[src/rtl/apb_arb_pkg.sv]
// Shared types and helpers for the APB arbitrating master.
//   apb_state_e : bus phase state (IDLE, SETUP, ACCESS)
//   rr_pick()   : round-robin winner search over up to MAX_REQ requesters
package apb_arb_pkg;

  localparam int unsigned MAX_REQ = 8;
  localparam int unsigned IDX_W   = 3;

  typedef enum logic [1:0] {
    IDLE   = 2'd0,
    SETUP  = 2'd1,
    ACCESS = 2'd2
  } apb_state_e;

  typedef struct packed {
    logic             found;
    logic [IDX_W-1:0] idx;
  } rr_pick_t;

  // First set bit of valid at or above ptr, wrapping modulo n.
  function automatic rr_pick_t rr_pick(input logic [MAX_REQ-1:0] valid,
                                       input logic [IDX_W-1:0]   ptr,
                                       input int unsigned        n);
    rr_pick_t    res;
    int unsigned cand;
    res = '0;
    for (int unsigned k = 0; k < MAX_REQ; k++) begin
      cand = (32'(ptr) + k) % n;
      if ((k < n) && !res.found && valid[IDX_W'(cand)]) begin
        res.found = 1'b1;
        res.idx   = IDX_W'(cand);
      end
    end
    return res;
  endfunction

endpackage

[src/rtl/apb_rr_arbiter.sv]
// Combinational round-robin arbiter.
//   req_valid_i : per-requester request
//   ptr_i       : highest-priority requester index
//   grant_o     : one-hot winner (zero when nobody requests)
//   idx_o       : winner index
//   found_o     : at least one requester is valid
module apb_rr_arbiter
  import apb_arb_pkg::*;
#(
  parameter  int unsigned NREQ = 2,
  localparam int unsigned IW   = $clog2(NREQ)
) (
  input  logic [NREQ-1:0] req_valid_i,
  input  logic [IW-1:0]   ptr_i,
  output logic [NREQ-1:0] grant_o,
  output logic [IW-1:0]   idx_o,
  output logic            found_o
);

  rr_pick_t pick;

  always_comb begin
    pick    = rr_pick(MAX_REQ'(req_valid_i), IDX_W'(ptr_i), NREQ);
    found_o = pick.found;
    idx_o   = IW'(pick.idx);
    grant_o = '0;
    if (pick.found) grant_o[idx_o] = 1'b1;
  end

endmodule

[src/rtl/apb_arb_master.sv]
// APB master shared round-robin between NREQ local requesters.
// Optional ACCESS-phase timeout enabled by defining APB_TIMEOUT_EN.
//   PCLK, PRESET        : clock, synchronous active-high reset
//   req_valid/write/addr/wdata : flattened requester ports (slice i per requester)
//   req_ready           : one-hot grant, combinational in the arbitration cycle
//   rsp_valid/rdata/err : one-cycle completion pulse to the granted requester
//   PSEL..PWDATA        : APB request outputs
//   PRDATA/PREADY/PSLVERR : APB slave response inputs
module apb_arb_master
  import apb_arb_pkg::*;
#(
  parameter int unsigned AWIDTH      = 4,
  parameter int unsigned DWIDTH      = 8,
  parameter int unsigned NREQ        = 2,
  parameter int unsigned TIMEOUT_CYC = 16
) (
  input  logic                     PCLK,
  input  logic                     PRESET,
  input  logic [NREQ-1:0]          req_valid,
  input  logic [NREQ-1:0]          req_write,
  input  logic [NREQ*AWIDTH-1:0]   req_addr,
  input  logic [NREQ*DWIDTH-1:0]   req_wdata,
  output logic [NREQ-1:0]          req_ready,
  output logic [NREQ-1:0]          rsp_valid,
  output logic [DWIDTH-1:0]        rsp_rdata,
  output logic                     rsp_err,
  output logic                     PSEL,
  output logic                     PENABLE,
  output logic                     PWRITE,
  output logic [AWIDTH-1:0]        PADDR,
  output logic [DWIDTH-1:0]        PWDATA,
  input  logic [DWIDTH-1:0]        PRDATA,
  input  logic                     PREADY,
  input  logic                     PSLVERR
);

  localparam int unsigned IW = $clog2(NREQ);

  // Elaboration-time parameter sanity checks.
  if ((NREQ < 2) || (NREQ > MAX_REQ)) begin : g_bad_nreq
    $error("apb_arb_master: NREQ must be 2..8");
  end
  if (TIMEOUT_CYC < 1) begin : g_bad_timeout
    $error("apb_arb_master: TIMEOUT_CYC must be at least 1");
  end

  apb_state_e        state_q, state_d;
  logic [IW-1:0]     rr_q;
  logic [IW-1:0]     gnt_idx_q;
  logic [AWIDTH-1:0] paddr_q;
  logic [DWIDTH-1:0] pwdata_q;
  logic              pwrite_q;
  logic [NREQ-1:0]   rsp_valid_q;
  logic [DWIDTH-1:0] rsp_rdata_q;
  logic              rsp_err_q;

  logic [NREQ-1:0]   arb_grant;
  logic [IW-1:0]     arb_idx;
  logic              arb_found;
  logic              timeout_c;
  logic              done_c;
  logic              take_c;

  apb_rr_arbiter #(.NREQ(NREQ)) u_arb (
    .req_valid_i (req_valid),
    .ptr_i       (rr_q),
    .grant_o     (arb_grant),
    .idx_o       (arb_idx),
    .found_o     (arb_found)
  );

`ifdef APB_TIMEOUT_EN
  localparam int unsigned CW = $clog2(TIMEOUT_CYC + 1);
  logic [CW-1:0] tmo_cnt_q;

  // Counts wait states of the current ACCESS phase; cleared outside ACCESS.
  always_ff @(posedge PCLK) begin
    if (PRESET || (state_q != ACCESS)) tmo_cnt_q <= '0;
    else if (!PREADY)                  tmo_cnt_q <= tmo_cnt_q + CW'(1);
  end

  // Last permitted wait cycle acts as a forced completion.
  assign timeout_c = (state_q == ACCESS) && !PREADY && (tmo_cnt_q == CW'(TIMEOUT_CYC - 1));
`else
  assign timeout_c = 1'b0;
`endif

  // Transfer completes this cycle; arbitration also runs here for back-to-back.
  assign done_c = (state_q == ACCESS) && (PREADY || timeout_c);
  assign take_c = !PRESET && arb_found && ((state_q == IDLE) || done_c);

  // State register.
  always_ff @(posedge PCLK) begin
    if (PRESET) state_q <= IDLE;
    else        state_q <= state_d;
  end

  // Next-state logic.
  always_comb begin
    state_d = state_q;
    case (state_q)
      IDLE:    if (take_c) state_d = SETUP;
      SETUP:   state_d = ACCESS;
      ACCESS:  if (done_c) state_d = take_c ? SETUP : IDLE;
      default: state_d = IDLE;
    endcase
  end

  // FSM-decoded outputs.
  always_comb begin
    PSEL      = 1'b0;
    PENABLE   = 1'b0;
    req_ready = '0;
    if (state_q != IDLE)  PSEL    = 1'b1;
    if (state_q == ACCESS) PENABLE = 1'b1;
    if (take_c)           req_ready = arb_grant;
  end

  // Request capture, pointer rotation and response routing.
  always_ff @(posedge PCLK) begin
    if (PRESET) begin
      rr_q        <= '0;
      gnt_idx_q   <= '0;
      paddr_q     <= '0;
      pwdata_q    <= '0;
      pwrite_q    <= 1'b0;
      rsp_valid_q <= '0;
      rsp_rdata_q <= '0;
      rsp_err_q   <= 1'b0;
    end else begin
      if (take_c) begin
        paddr_q   <= req_addr[arb_idx*AWIDTH +: AWIDTH];
        pwdata_q  <= req_wdata[arb_idx*DWIDTH +: DWIDTH];
        pwrite_q  <= req_write[arb_idx];
        gnt_idx_q <= arb_idx;
        rr_q      <= (arb_idx == IW'(NREQ - 1)) ? '0 : arb_idx + IW'(1);
      end
      rsp_valid_q <= '0;
      rsp_rdata_q <= '0;
      rsp_err_q   <= 1'b0;
      if (done_c) begin
        rsp_valid_q[gnt_idx_q] <= 1'b1;
        // Timeout forces an error with zero data; writes never return data.
        rsp_rdata_q <= (pwrite_q || timeout_c) ? '0 : PRDATA;
        rsp_err_q   <= timeout_c ? 1'b1 : PSLVERR;
      end
    end
  end

  assign PADDR     = paddr_q;
  assign PWDATA    = pwdata_q;
  assign PWRITE    = pwrite_q;
  assign rsp_valid = rsp_valid_q;
  assign rsp_rdata = rsp_rdata_q;
  assign rsp_err   = rsp_err_q;

endmodule

[config.mk]
export PLATFORM = sky130hd
export DESIGN_NAME = apb_arb_master
export DESIGN_NICKNAME = d
export VERILOG_FILES = /design/src/rtl/apb_arb_pkg.sv /design/src/rtl/apb_rr_arbiter.sv /design/src/rtl/apb_arb_master.sv
export SDC_FILE = /design/constraint.sdc
export NUM_CORES = 1
export LEC_CHECK = 0
export CAP_MARGIN = 15
export CELL_PAD_IN_SITES_DETAIL_PLACEMENT = 0
export CELL_PAD_IN_SITES_GLOBAL_PLACEMENT = 1
export CORE_MARGIN = 4
export CORE_UTILIZATION = 25
export CTS_CLUSTER_SIZE = 24
export DETAILED_ROUTE_END_ITERATION = 12
export PLACE_DENSITY_LB_ADDON = 0.3
export SKIP_CTS_REPAIR_TIMING = 1
export SLEW_MARGIN = 20
export SYNTH_ARGS = -nofsm -noshare
export SYNTH_HDL_FRONTEND = slang
export SYNTH_SLANG_ARGS = --single-unit
[constraint.sdc]
create_clock -name PCLK -period 2.05 [get_ports PCLK]
set_clock_uncertainty 0.2 [all_clocks]
set_input_delay 0.615 -clock PCLK [delete_from_list [all_inputs] [get_ports PCLK]]
set_output_delay 0.615 -clock PCLK [all_outputs]
set_load 0.05 [all_outputs]
==> metrics.csv, run 1 <==
stage;metric;value;unit
logic_synthesis;post_synth_xor_area_fraction;0;%
logic_synthesis;syn_nets;151;
clock_network;clock_tree_buffer_depth;2;
worst_setup_path;timing.setup.critical_path_class;input pin to output pin;
finish;num-nets-final;229;
floorplanning;io_pins;68;
run_status;run_status;complete, but fails checks;
floorplanning;dieWidth;74.2;um
logic_synthesis;main_combinational_cell_family_by_area_after_synthesis;simple AND/OR/NAND/NOR gates;
timing;slew_headroom;78.6;%
logic_synthesis;post_synth_instance_area;1100;um^2
route;post-route-drc-count;0;
run_status;violations;setup timing;
power_and_ir_drop;power_density_normalized_to_cell_area;701;nW/um^2
floorplanning;dieHeight;74.2;um
timing;tns;-0.271;ns
logic_synthesis;most_frequent_cells_after_synthesis;sky130_fd_sc_hd__dfxtp_1 (28), sky130_fd_sc_hd__nor4_1 (14), sky130_fd_sc_hd__a221o_1 (13), sky130_fd_sc_hd__nand2_1 (13), sky130_fd_sc_hd__and2_1 (11);
timing;final.period_utilization;110;%
global_route;gr-total-overflow;0;
worst_setup_path;critPathArrivalTime;1.44;ns
worst_setup_path;cp_data_required_time;1.23;ns
route;routedWlPerCell;14.8;um
global_route;grt_usage;13.0;%
logic_synthesis;edff_count_synth;0;
worst_setup_path;worst-path-max-fanout;2;
route;drt-vias-per-instance;4.78;
placement;gp_routability_congestion;0.819;
logic_synthesis;post_synth_and_or_nand_nor_area_fraction;26.4;%
route;num_vias;1137;
logic_synthesis;synth_compound_area_share;15.8;%
placement;detailedPlacementHpwl;2.75;mm
global_route;global_route_wire_length_before_repair;5.53;mm
worst_setup_path;worstReg2RegEnd;PWDATA[3]$_SDFFE_PP0P_;
logic_synthesis;synth.avg_cell_area;9.87;um^2
logic_synthesis;post-synth-top-count-cell;sky130_fd_sc_hd__dfxtp_1;
logic_synthesis;synth-async-reset-ratio;0;%
global_route;grt_pass1_vias;1171;
finish;synthToLayoutAreaGrowth;96.1;%
worst_setup_path;critical_path.startpoint;PRESET;
timing;final-hold-violation-count;0;
finish;fraction_of_final_layout_cells_sized_beyond_drive_strength_1;33.0;%
worst_setup_path;rr_startpoint;state_q[1]$_SDFFE_PP0P_;
logic_synthesis;most_used_flip_flop_cell_after_synthesis;sky130_fd_sc_hd__dfxtp_1;
finish;n_antenna_cell;0;
route;drt.antenna.violating_nets;0;
worst_setup_path;setup.worst_path.start_class;input pin;
timing;highest_achievable_clock_rate;443;MHz
clock_network;numCtsBuffers;3;
clock_network;clk_root_buffer_cell;sky130_fd_sc_hd__clkbuf_8;
global_route;grt_start_max_net_pins;17;
finish;layout.filler_cells;369;
logic_synthesis;yosys_warnings;0;
timing;finalHoldWorstSlack;0.259;ns
route;wl;3.53;mm
timing;rsz0062_at_grt;yes;
power_and_ir_drop;power_report.internal_total;0.00109;W
run;max_cap_violations;0;
power_and_ir_drop;swShare;27.8;%
worst_setup_path;endpoint_kind;output pin;
timing;report.final.setup_viol;2;
timing;postLayoutSetupSlackWorst;-0.206;ns
power_and_ir_drop;p_comb_share;30.6;%
logic_synthesis;synthMuxAreaShare;0.913;%
worst_setup_path;capturing_element_of_the_worst_setup_path;req_ready[0];
floorplanning;initial_core_util;26.6;%
worst_setup_path;regToRegSetupSlack;0.47;ns
route;drt_iter0_drc;26;
clock_network;clock_insertion_delay_worst_skew;0.28;ns
hold_path;worst_min_path_class;register to register;
floorplanning;core.rowCount;23;
logic_synthesis;yosys_register_bits;28;
power_and_ir_drop;share_seq_of_total_power;40.8;%
global_route;antenna_found_initial;0;
power_and_ir_drop;max-vdd-ir-drop;464;uV
clock_network;cts.htree.levels;1;
logic_synthesis;synth_cell_types;25;
logic_synthesis;synth_adder_area_share;0;%
power_and_ir_drop;p_sw;0.000419;W
route;dr.pass1.iters;4;
placement;port-buffer-count;67;
timing;timing.final.max_slew_violations;0;
worst_setup_path;timing.reg2reg.worst_path_depth;4;
timing;period_needed;2.26;ns
timing;tightestPinTransition;0.318;ns
clock_network;clock-sinks;28;
clock_network;cts.clk_slew.worst_paths;0.10;ns
logic_synthesis;synth_largest_type_area_fraction;51.1;%
power_and_ir_drop;p_leak;0.920;nW
power_and_ir_drop;share_clk_of_total_power;28.6;%
clock_network;clock_tree_from_tritoncts;built;
logic_synthesis;yosysTopAreaCell;sky130_fd_sc_hd__dfxtp_1;
logic_synthesis;synth-seq-area-share;51.1;%
logic_synthesis;yosys-top-cells-area;sky130_fd_sc_hd__dfxtp_1 (51%), sky130_fd_sc_hd__a221o_1 (12%), sky130_fd_sc_hd__nor4_1 (8.0%);
floorplanning;core_area;4120;um^2
floorplanning;total_die_area;5510;um^2
logic_synthesis;syn-instance-count;111;
-- power by group through the flow --
stage / combinational [W] / sequential [W] / clock [W]
final: 0.000461 / 0.000615 / 0.000431
after detailed placement: 0.000454 / 0.000625 / 0
after floorplan: 0.000122 / 0.000706 / 0
after CTS: 0.000455 / 0.000614 / 0.000447
after global routing: 0.000486 / 0.000621 / 0.000473
after global placement: 0.000449 / 0.000625 / 0
-- area by class of cell --
type,instances,area [um^2],share of cell area (%)
inverters,2,10.0,0.466
clock inverters,1,30.0,1.40
flip-flops and latches,28,563,26.2
multi-input cells,71,513,23.9
clock buffers,3,41.3,1.92
well taps,50,62.6,2.91
repair buffers,83,930,43.2
-- worst max-delay path: stages --
cell,delay [ns]
sky130_fd_sc_hd__buf_6,0.09
sky130_fd_sc_hd__or2_4,0.25
sky130_fd_sc_hd__nor4_4,0.30
sky130_fd_sc_hd__buf_12,0.18
-- registers in the layout, summed over array words and instances, names as in the netlist --
name,count
rr_q,1
PWDATA,8
gnt_idx_q,1
PADDR,4
rsp_valid,2
PWRITE,1
state_q,2
rsp_rdata,8
rsp_err,1
-- how the worst min path moves through the flow --
stage                           startpoint                      end  depth (start not counted)
finish              gnt_idx_q$_SDFFE_PP0P_  rsp_valid[0]$_SDFF_PP0_                          1
global route        gnt_idx_q$_SDFFE_PP0P_  rsp_valid[0]$_SDFF_PP0_                          1
global placement    gnt_idx_q$_SDFFE_PP0P_  rsp_valid[0]$_SDFF_PP0_                          1
floorplan           gnt_idx_q$_SDFFE_PP0P_  rsp_valid[0]$_SDFF_PP0_                          1
detailed placement  gnt_idx_q$_SDFFE_PP0P_  rsp_valid[0]$_SDFF_PP0_                          1
CTS                 gnt_idx_q$_SDFFE_PP0P_  rsp_valid[0]$_SDFF_PP0_                          1
-- layout by cell type (no fill, tap or decap) --
cell                              count
sky130_fd_sc_hd__inv_1                1
sky130_fd_sc_hd__and2_1              10
sky130_fd_sc_hd__inv_4                1
sky130_fd_sc_hd__nor4_1              13
sky130_fd_sc_hd__nor2b_4              1
sky130_fd_sc_hd__o31a_1               1
sky130_fd_sc_hd__nor4_4               1
sky130_fd_sc_hd__a31oi_1              1
sky130_fd_sc_hd__clkbuf_8             3
sky130_fd_sc_hd__mux2i_1              1
sky130_fd_sc_hd__clkbuf_2             1
sky130_fd_sc_hd__bufinv_16            1
sky130_fd_sc_hd__dfxtp_1             26
sky130_fd_sc_hd__dlymetal6s2s_1       2
sky130_fd_sc_hd__nand2_1             13
sky130_fd_sc_hd__a21o_1               1
sky130_fd_sc_hd__clkdlybuf4s50_1     35
sky130_fd_sc_hd__a221o_1             13
sky130_fd_sc_hd__nand4bb_1            1
sky130_fd_sc_hd__dfxtp_2              2
sky130_fd_sc_hd__buf_12              16
sky130_fd_sc_hd__and3_1               1
sky130_fd_sc_hd__or2_4                2
sky130_fd_sc_hd__buf_4               27
sky130_fd_sc_hd__o2111a_2             1
sky130_fd_sc_hd__nor2_4               1
sky130_fd_sc_hd__buf_6                1
sky130_fd_sc_hd__a311oi_1             1
sky130_fd_sc_hd__buf_8                1
sky130_fd_sc_hd__nand2b_4             1
sky130_fd_sc_hd__nor2_1               5
sky130_fd_sc_hd__nor3_1               1
sky130_fd_sc_hd__and2_4               1
sky130_fd_sc_hd__nor2b_2              1
-- routing by layer --
| layer | GRT usage [%] | wire length [um] |
|---|---|---|
| met1 | 14.9 | 1360 |
| met2 | 23.7 | 1860 |
| met5 | 0 | 0 |
| met3 | 3.92 | 280 |
| met4 | 3.16 | 24 |
-- cells by family (layout without fill, tap and decap cells) --
| family | count (synthesis) | after routing |
|---|---|---|
| buf+inv | 12 | 89 |
| compound gates | 18 | 18 |
| flops | 28 | 28 |
| mux | 1 | 1 |
| simple gates | 52 | 52 |
-- through the flow --
| step | power, W | worst slack, ns | instances | utilization (%) | instance area (um^2) |
|---|---|---|---|---|---|
| 4_1_cts | 0.00152 | -0.590 | 238 | 51.4 | 2110 |
| 3_5_place_dp | 0.00108 | -0.587 | 234 | 49.6 | 2040 |
| 5_1_grt | 0.00158 | -0.242 | 238 | 52.2 | 2150 |
| 3_3_place_gp | 0.00107 | -0.594 | 234 | 49.6 | 2040 |
| 6_report | 0.00151 | -0.206 | 238 | 52.2 | 2150 |
| 2_1_floorplan | 0.000829 | -0.512 | 111 | - | 1140 |
No activity file was read; power rests on OpenSTA's default activity.
==> run 2: changes to the inputs <==
Settings changed: CTS_BUF_LIST set to sky130_fd_sc_hd__clkbuf_8 sky130_fd_sc_hd__clkbuf_16, SLEW_MARGIN 20 to 10.
==> results of run 2 <==
Final layout, timing and power as in run 1 (identical DEF).
==> run 3: changes to the inputs <==
Settings changed: CORE_UTILIZATION 25 to 42, DONT_BUFFER_PORTS set to 1, SETUP_SLACK_MARGIN set to 0.02.
==> run 3 against run 2 <==
  * The flow still finishes with violations (setup timing)
  * Global-route usage is 2.2 points higher
  * Wire length is 25% lower
  * Combinational power decreased by 69%
  * Via count is 24% lower
  * Register-to-register slack got worse by 0.23 ns
  * Worst setup slack improved by 0.092 ns
  * Maximum frequency rose by 4.3%
  * First-iteration DRC count is 12% lower
  * Critical path type unchanged
  * Critical endpoint unchanged
  * Highest routed layer unchanged
==> metrics.csv, run 3 (synthesis results as in run 1) <==
stage;metric;value;unit;change
clock_network;cts.htree.levels;1;;unchanged
power_and_ir_drop;power_report.internal_total;0.000903;W;-17%
global_route;antenna_found_initial;0;;unchanged
power_and_ir_drop;share_seq_of_total_power;55.7;%;+15 points
floorplanning;core.rowCount;18;;-22%
route;drt.antenna.violating_nets;0;;unchanged
global_route;global_route_wire_length_before_repair;4.06;mm;-26%
clock_network;clock_tree_from_tritoncts;built;;
route;num_vias;862;;-24%
clock_network;clock_tree_buffer_depth;2;;unchanged
global_route;grt_use_met3;6.10;%;+2.2 points
timing;slew_headroom;60.9;%;-18 points
global_route;globalRouteMet2Util;26.8;%;+3.1 points
route;wl;2.64;mm;-25%
placement;dp_worst_setup_slack;-0.134;ns;+0.453 ns
global_route;grt_start_max_net_pins;17;;unchanged
global_route;gr-total-overflow;0;;unchanged
worst_setup_path;critPathArrivalTime;1.35;ns;-0.09 ns
power_and_ir_drop;p_sw;0.000355;W;-15%
route;drt_iter0_drc;23;;-12%
clock_network;numCtsBuffers;3;;unchanged
route;dr.pass1.iters;4;;unchanged
timing;timing.final.max_slew_violations;0;;unchanged
clock_network;clk_root_buffer_cell;sky130_fd_sc_hd__clkbuf_8;;
timing;tns;-0.157;ns;+0.114 ns
finish;n_antenna_cell;0;;unchanged
power_and_ir_drop;power_density_normalized_to_cell_area;1000;nW/um^2;+43%
worst_setup_path;endpoint_kind;output pin;;
global_route;gr-usage-met1;16.9;%;+2.0 points
power_and_ir_drop;p_comb_share;11.4;%;-19 points
timing;final.period_utilization;106;%;-4.5 points
floorplanning;dieHeight;59.1;um;-20%
global_route;grt_pass1_vias;872;;-26%
finish;synthToLayoutAreaGrowth;14.5;%;
global_route;grt_busiest_layer;met2;;
timing;highest_achievable_clock_rate;462;MHz;+4.3%
run_status;run_status;complete, but fails checks;;
power_and_ir_drop;p_leak;0.506;nW;-45%
finish;most_frequent_cells_in_the_layout;sky130_fd_sc_hd__dfxtp_1 (27), sky130_fd_sc_hd__nand2_1 (13), sky130_fd_sc_hd__nor4_1 (13), sky130_fd_sc_hd__a221o_1 (13), sky130_fd_sc_hd__and2_1 (11);;
finish;num-nets-final;155;;-32%
hold_path;worst_min_path_class;input pin to register;;
floorplanning;io_pins;68;;unchanged
floorplanning;dieWidth;59.1;um;-20%
worst_setup_path;worst-path-max-fanout;6;;+4
finish;fraction_of_final_layout_cells_sized_beyond_drive_strength_1;19.3;%;-14 points
run;max_cap_violations;0;;unchanged
clock_network;cts.clk_slew.worst_paths;0.09;ns;about the same
clock_network;clock_insertion_delay_worst_skew;0.26;ns;-0.02 ns
route;post-route-drc-count;0;;unchanged
power_and_ir_drop;max-vdd-ir-drop;667;uV;+44%
clock_network;clock-sinks;28;;unchanged
global_route;grt_usage;15.2;%;+2.2 points
worst_setup_path;setup.worst_path.start_class;input pin;;
floorplanning;core_area;2480;um^2;-40%
timing;rsz0062_at_grt;yes;;
power_and_ir_drop;share_clk_of_total_power;33.0;%;+4.4 points
timing;period_needed;2.16;ns;-0.0924 ns
timing;report.final.setup_viol;2;;unchanged
placement;gp_routability_congestion;0.779;;-4.9%
timing;tightestPinTransition;0.585;ns;+0.267 ns
finish;mostFrequentLayoutCell;sky130_fd_sc_hd__dfxtp_1;;
floorplanning;initial_core_util;44.2;%;+18 points
worst_setup_path;cp_data_required_time;1.23;ns;about the same
placement;detailedPlacementHpwl;1.97;mm;-28%
run_status;violations;setup timing;;
timing;final-hold-violation-count;0;;unchanged
route;drt-vias-per-instance;5.99;;+25%
power_and_ir_drop;swShare;28.2;%;+0.42 points
floorplanning;total_die_area;3490;um^2;-37%
placement;port-buffer-count;0;;-100%
route;routedWlPerCell;18.3;um;+24%
timing;postLayoutSetupSlackWorst;-0.114;ns;+0.0924 ns
worst_setup_path;timing.setup.critical_path_class;input pin to output pin;;
[run 3: through the flow]
step / std cells / area (um^2) / hold slack (ns) / power (W) / util (%)
6_report: 144 / 1250 / 0.206 / 0.00126 / 50.7
5_1_grt: 144 / 1250 / 0.195 / 0.00131 / 50.7
4_1_cts: 144 / 1250 / 0.201 / 0.00127 / 50.4
3_5_place_dp: 140 / 1180 / 0.229 / 0.000854 / 47.5
3_3_place_gp: 140 / 1180 / 0.228 / 0.000850 / 47.5
2_1_floorplan: 111 / 1150 / 0.206 / 0.000830 / -
[run 3: worst max-delay path: stages]
cell                     delay (ns)
sky130_fd_sc_hd__or2_4         0.25
sky130_fd_sc_hd__nor4_4        0.31
sky130_fd_sc_hd__buf_12        0.18
[run 3: cell type report]
class	instances	area (um^2)
inverters	2	10.0
repair buffers	9	80.1
well taps	30	37.5
fillers	248	1220
flip-flops and latches	28	562
clock inverters	1	30.0
multi-input cells	71	494
clock buffers	3	41.3
[run 3: final timing paths]
kind	from	end	slack, ns	depth (start not counted)
worst max-delay path	PRESET	req_ready[0]	-0.11	3
worst min-delay path	PRESET	state_q[1]$_SDFFE_PP0P_	0.21	1
worst max register to register	state_q[1]$_SDFFE_PP0P_	PADDR[0]$_SDFFE_PP0P_	0.24	4
worst min register to register	gnt_idx_q$_SDFFE_PP0P_	rsp_valid[0]$_SDFF_PP0_	0.24	1
[run 3: metal layers]
metal | up-vias | part of all wire [%]
met5 | - | 0
met4 | 0 | 0.61
met3 | 2 | 11
met2 | 46 | 50
met1 | 401 | 38
li1 | 413 | -
[run 3: power groups by stage]
| stage | Combinational [W] | Clock, W | Sequential, W |
|---|---|---|---|
| global route | 0.000156 | 0.000449 | 0.000705 |
| CTS | 0.000142 | 0.000426 | 0.000700 |
| floorplan | 0.000123 | 0 | 0.000706 |
| global placement | 0.000138 | 0 | 0.000712 |
| detailed placement | 0.000141 | 0 | 0.000713 |
| finish | 0.000143 | 0.000415 | 0.000700 |
